===== src/rtl/usb_boot_sequencer.sv =====
// Boot hand-off sequencer: watches SOF host presence and bridge boot requests, then drains SPI,
// detaches from USB and asserts a held warm-boot with the selected image.
module usb_boot_sequencer #(
  parameter int unsigned TIMEOUT_CYCLES = 48000000,
  parameter int unsigned DRAIN_CYCLES   = 48,
  parameter int unsigned DETACH_CYCLES  = 480000,
  parameter logic [1:0]  DEFAULT_IMAGE  = 2'd1,
  parameter int unsigned TIMER_W        = 32
) (
  input  logic       clk,
  input  logic       reset_n,
  input  logic       sof_valid,
  input  logic       boot_req,
  input  logic [1:0] boot_req_image,
  input  logic       spi_cs_b,
  output logic       host_seen,
  output logic       usb_detach,
  output logic       boot,
  output logic [1:0] boot_image,
  output logic [2:0] seq_state
);

  localparam logic [2:0] StWait   = 3'd0;
  localparam logic [2:0] StDrain  = 3'd1;
  localparam logic [2:0] StDetach = 3'd2;
  localparam logic [2:0] StBoot   = 3'd3;

  localparam logic [TIMER_W-1:0] TimeoutLast = TIMER_W'(TIMEOUT_CYCLES - 1);
  localparam logic [TIMER_W-1:0] DrainLast   = TIMER_W'(DRAIN_CYCLES - 1);
  localparam logic [TIMER_W-1:0] DetachLast  = TIMER_W'(DETACH_CYCLES - 1);

  logic [2:0]         state_q;
  logic [TIMER_W-1:0] timer_q;
  logic [TIMER_W-1:0] timer_inc;

  // Saturate rather than wrap so an undersized timer can never re-trigger a boot.
  assign timer_inc = (&timer_q) ? timer_q : timer_q + TIMER_W'(1);
  assign seq_state = state_q;

  always_ff @(posedge clk or negedge reset_n) begin
    if (!reset_n) begin
      state_q    <= StWait;
      timer_q    <= '0;
      host_seen  <= 1'b0;
      usb_detach <= 1'b0;
      boot       <= 1'b0;
      boot_image <= DEFAULT_IMAGE;
    end else begin
      case (state_q)
        StWait: begin
          if (sof_valid) host_seen <= 1'b1;
          // A boot request outranks both SOF keep-alive and the timeout.
          if (boot_req) begin
            boot_image <= boot_req_image;
            timer_q    <= '0;
            state_q    <= StDrain;
          end else if (sof_valid) begin
            timer_q <= '0;
          end else if (timer_q == TimeoutLast) begin
            boot_image <= DEFAULT_IMAGE;
            timer_q    <= '0;
            state_q    <= StDrain;
          end else begin
            timer_q <= timer_inc;
          end
        end
        StDrain: begin
          if (!spi_cs_b) begin
            timer_q <= '0;
          end else if (timer_q == DrainLast) begin
            timer_q    <= '0;
            usb_detach <= 1'b1;
            state_q    <= StDetach;
          end else begin
            timer_q <= timer_inc;
          end
        end
        StDetach: begin
          usb_detach <= 1'b1;
          if (timer_q == DetachLast) begin
            boot    <= 1'b1;
            timer_q <= '0;
            state_q <= StBoot;
          end else begin
            timer_q <= timer_inc;
          end
        end
        StBoot: begin
          usb_detach <= 1'b1;
          boot       <= 1'b1;
        end
        default: begin
          state_q    <= StWait;
          timer_q    <= '0;
          usb_detach <= 1'b0;
          boot       <= 1'b0;
        end
      endcase
    end
  end

endmodule


===== config.mk =====
export PLATFORM = sky130hd
export DESIGN_NAME = usb_boot_sequencer
export DESIGN_NICKNAME = d
export VERILOG_FILES = /design/src/rtl/usb_boot_sequencer.sv
export SDC_FILE = /design/constraint.sdc
export NUM_CORES = 1
export LEC_CHECK = 0
export ABC_AREA = 1
export BUFFER_PORTS_ARGS = -buffer_cell sky130_fd_sc_hd__clkbuf_2
export CAP_MARGIN = 20
export CORE_AREA = 2 2 98 100
export CTS_CLUSTER_SIZE = 12
export DETAILED_ROUTE_END_ITERATION = 8
export DIE_AREA = 0 0 100 102
export GPL_TIMING_DRIVEN = 0
export PLACE_DENSITY_LB_ADDON = 0.1
export SLEW_MARGIN = 20
export SYNTH_ARGS = -nofsm -noshare
export SYNTH_HDL_FRONTEND = slang
export SYNTH_SLANG_ARGS = --single-unit

===== constraint.sdc =====
create_clock -name clk -period 2.1 [get_ports clk]
set_input_delay 0.21 -clock clk [delete_from_list [all_inputs] [get_ports clk]]
set_output_delay 0.21 -clock clk [all_outputs]
set_load 0.01 [all_outputs]

* After elaboration in Yosys (flattened, before gate mapping) *
Index checks and enable logic that the tools add are counted.

word-level totals
  bits in registers = 40
  bits of input ports = 7
  output and inout bits = 8
  logic and storage cells = 55

operators by class
  $add $sub $neg = 1
  equal/unequal tests = 12
  muxes and demuxes = 23
  bitwise operators = 3
  reductions and logical operators = 10

operators with widths
  kind                                             count
  two-way mux 32 bit                               7
  one-hot mux 32 bit (4 select lines)              1
  adder 32 x 1 -> 32 bit, second input constant    1
  == test 32 x 19 -> 1 bit, second input constant  1
  == test 32 x 26 -> 1 bit, second input constant  1
  == test 32 x 6 -> 1 bit, second input constant   1
  AND reduction 32 bit                             1
  two-way mux 3 bit                                6
  one-hot mux 3 bit (4 select lines)               1
  == test 3 x 2 -> 1 bit, second input constant    2
  two-way mux 2 bit                                3
  != test 2 bit, second input constant             3
  != test 3 bit, second input constant             2
  one-hot mux 1 bit (3 select lines)               2
  AND reduction 3 bit                              2
  AND reduction 6 bit                              1
  AND reduction 2 bit                              2
  OR reduction 2 bit                               2
  == test 3 x 1 -> 1 bit, second input constant    1
  zero test 3 bit                                  1
  two-way mux 1 bit                                3
  NOT 1 bit                                        3
  != test 2 x 1 -> 1 bit, second input constant    1
  nonzero test 2 bit                               1

* Longest topological paths before layout *
  depth after elaboration = 6
  mapped depth = 13
  gate-level depth less buffers = 12

* Least setup slack after synthesis *
Ideal clock, no wire load.

  path kind = register to register
  start point = register timer_q[0]
  end point = register timer_q[11]
  setup time = 0.117 ns
  data arrival time = 1.649 ns
  data required time = 1.983 ns
  path slack = 0.334 ns
  stages on the path, launching flop included = 14
  path buffers = 1
  period minus slack after synthesis = 1.766 ns
  cells stage by stage = dfrtp_1 ha_1 inv_2 nor2_2 nand2_2 inv_2 nand2_1 nor2_2 nor2_2 nor2_4 nand2_4 buf_6 nand3_2 nand2_1

on the way
  word-level cells in the longest chain between the ends = 6
  elaborated cells on any way between the ends = 13
  classes of those cells = add/sub: 1; eq/ne: 3; mux: 8; reduce/logical: 1

ends and longest elaborated chain
  element                                                                line  source
  start: declaration                                                     33    logic [TIMER_W-1:0] timer_q;
  start signal: assignment                                               64    timer_q <= timer_inc;
  start signal: assignment                                               75    timer_q <= timer_inc;
  start signal: assignment                                               85    timer_q <= timer_inc;
  adder 32 x 1 -> 32 bit / AND reduction 32 bit (equally long branches)  37    assign timer_inc = (&timer_q) ? timer_q : timer_q + TIMER_W'(1);
  two-way mux 32 bit                                                     37
  two-way mux 32 bit                                                     59    end else if (timer_q == TimeoutLast) begin
  two-way mux 32 bit                                                     57    end else if (sof_valid) begin
  two-way mux 32 bit                                                     53    if (boot_req) begin
  one-hot mux 32 bit (4 select lines) *                                  49    case (state_q)

Mark *: on every way between the ends. The rest lies on a longest branch, timed or not.
A chain may end at the register's enable or synchronous reset.

* Worst setup path in the final report *
  start point = register timer_q[1]
  end point = register timer_q[19]

Same word-level chain as after synthesis.

==> metrics <==
leakage power about 1.8 nW; GP Congestion 0.9087; Slowest cell on crit path dfrtp_2; CTS tree yes; Synth Cell Area 3136 µm²; FF/Latch Area 979.7 µm²; hold crit path type input port to asynchronous set/reset pin; Skew-Pair Late Insertion Delay approximately 0.31 ns; Initial Util 34.42%; CP Max Fanout 10; WL/cell 13.76 µm; Ports 15; PwrDens 728.9 nW/µm²; CORE AREA between 9000 and 10,000 µm²; area delta synth->final 10.61%; DRC 0; root cell of the clock tree clkbuf_8; fin crit share between 90% and 100%; Rel. slew slack 40.45%; gr usage total 18.68%; clk buf depth 2; Finished Cell Area 3468 µm²; register area share after synthesis 31.17%; port buffer count 13; # hold bufs at CTS 0; endpoints failing setup 0; reg-to-reg setup timing slack 0.14 ns; Clock Skew 0.01242 ns; H-tree depth 2; Cells after Synth just over 500; DR pass1 iterations 5; most frequent cells in the layout nand2_1, nor2_1, nand3_1, dfrtp_1, inv_1; area after detailed placement 3339 µm²; post-synthesis xor/xnor area fraction 3.911%; Ys Warns 0; final slew viol count 0; Die Span X 100 µm; Die Footprint 10,200 µm²; Max IR drop VDD 0.4685 mV; total gr overflow 0; r2r endpoint timer_q[19]; Setup CP Type flop to flop; vias in the first global route 2,946; dpl ws -0.2253 ns; ANT cells 0; CP Launch Type flop; Async S/R FF share, synth 100.0%; die height 102 µm; WL final approximately 8800 µm; post-synthesis compound-gate area fraction 3.152%; Cell variety after synth 30; min Tclk post-route 1.958 ns; Final ANT Viol Nets 0; Worst Max-Slew Pin Slew between 0.8 and 0.9 ns; initial antenna violation count 0; final hold vios 0; PnR worst setup slack 0.1420 ns; first-pass GRT wire length roughly 15,000 µm; detailed placement HPWL 6918 µm; number of buffers created by CTS 5; Critical Path End timer_q[19]; layout cells sized above 1 between 10% and 20%; FF+latch count, synth 39; Cell Chain, Critical Path ha_4 -> nand3_2 -> nor2_1 -> nand2_1 -> nor2_1 -> nor2_1 -> nor2_4 -> nand2_4 -> buf_6 -> nand3_1 -> nand2_1; worst r2r path cells 11; Syn Area/Cell 6.197 µm²; Crit. End Element flop; CP most frequent cell nor2_1; crit-path max cell delay 0.42 ns; Syn Nets 520; simple logic cell fraction of the synthesized area 51.44%; row cnt 35; Fillers a little over 1k; Reg clk slew, reported paths 0.09 ns; vias per inst 4.761; vias 3,047; Worst Setup SP timer_q[1]; Crit path required time 2.29 ns; unrepaired setup endpoints after global routing no; largest family of logic cells by synthesized area simple AND/OR/NAND/NOR gates; Peak Freq 510.7 MHz; max cap viols 0; status completed; post-layout net count roughly 540; mux contribution to synthesized area 0%; Post-synth EDFFs 0; commonest non-fill, non-tap cell in the layout nand2_1; Synth Area in Adders 2.793%; clk sinks 39; Multi-input gate area 1946 µm²; arrival time at the worst endpoint 2.15 ns; largest net degree at the start of global routing 40; Top FF cell, synth dfrtp_1; reg2reg start timer_q[1]; Detailed Route Iter0 Violations 146
==> sequential cells by signal, indices dropped and copies added (netlist names) <==
name	flops
seq_state	2
boot_image	2
timer_q	32
host_seen	1
boot	1
usb_detach	1
==> per-stage QoR <==
stage                     setup TNS, ns  utilization, %  total power, W  instances  hold slack [ns]
after floorplan                       0               -        0.001654        506         -0.08559
after CTS                             0           37.84        0.002547        638           0.1178
after detailed placement         -6.198           36.66        0.001977        630           0.4538
after global routing                  0           38.08        0.002744        640           0.1232
final                                 0           38.08        0.002528        640          0.02903
after global placement           -4.888           36.66        0.001966        630           0.4453
==> worst max-delay path: cells and delay by family, from the launching register on <==
family,cells,cell delay [ns]
buffers and inverters,1,0.15
and+or+nand+nor,9,1.06
DFF,1,0.42
adders and majority gates,1,0.20
==> cells by family (layout without fill, tap and decap cells) <==
kind of cell               Yosys count  count (layout)
adders and majority gates            7               7
buffers and inverters               51              74
xor gates and xnor gates            14              14
AOI/OAI and AO/OA                   15              15
and+or+nand+nor                    379             379
other                                1               1
DFF                                 39              39
==> synthesized netlist by cell type (6+ instances only) <==
library cell    n  area [µm²]
xor2_1         10       87.58
inv_1          33       123.9
nand3_1        42       210.2
ha_1            7       87.58
dfrtp_1        38       950.9
a21o_1          7       52.55
clkbuf_1        6       22.52
nand2_1       215       807.0
nor2_1         92       345.3
nor2_2          8       50.05
nand3_2        10       100.1
==> area by class of cell <==
class / count / area share (%)
sequential: 39 / 28.25
clock buffer: 5 / 1.984
buffer: 15 / 2.886
inverter: 36 / 3.896
tap: 111 / 4.004
multi-input combinational: 416 / 56.10
clock inverter: 3 / 0.5772
timing repair buffer: 15 / 2.309
==> repair_timing <==
action                                  4_1_cts  5_1_grt
setup buffers                                 0        2
gates resized for setup                       4        6
cloned                                        0        0
endpoints found under the setup margin       35       32
==> routing by layer <==
metal  up-vias  track usage, %  share of wire [%]  routed length (µm)
met5         -               0                  0                   0
met4         0           4.426               0.92                  81
met3         6           2.257                4.3                 379
met2        49           31.13                 46                4048
met1      1388           26.05                 49                4297
li1       1604               -                  -                   -
==> worst min path at each step <==
stage	start	endpoint	slack [ns]	cells after the start
floorplan	reset_n	boot	-0.09	0
global placement	reset_n	timer_q[16]	0.45	1
detailed placement	reset_n	timer_q[17]	0.45	1
CTS	reset_n	timer_q[11]	0.12	1
global route	reset_n	timer_q[11]	0.12	1
finish	reset_n	timer_q[11]	0.03	1
==> power by group <==
part	internal (W)	total, W	leakage, nW	switching (W)
combinational	0.000354	0.00108	1.19	0.000729
sequential	0.000833	0.000900	0.524	0.0000677
clock	0.000232	0.000545	0.0402	0.000313
No activity file was read; power rests on OpenSTA's default activity.
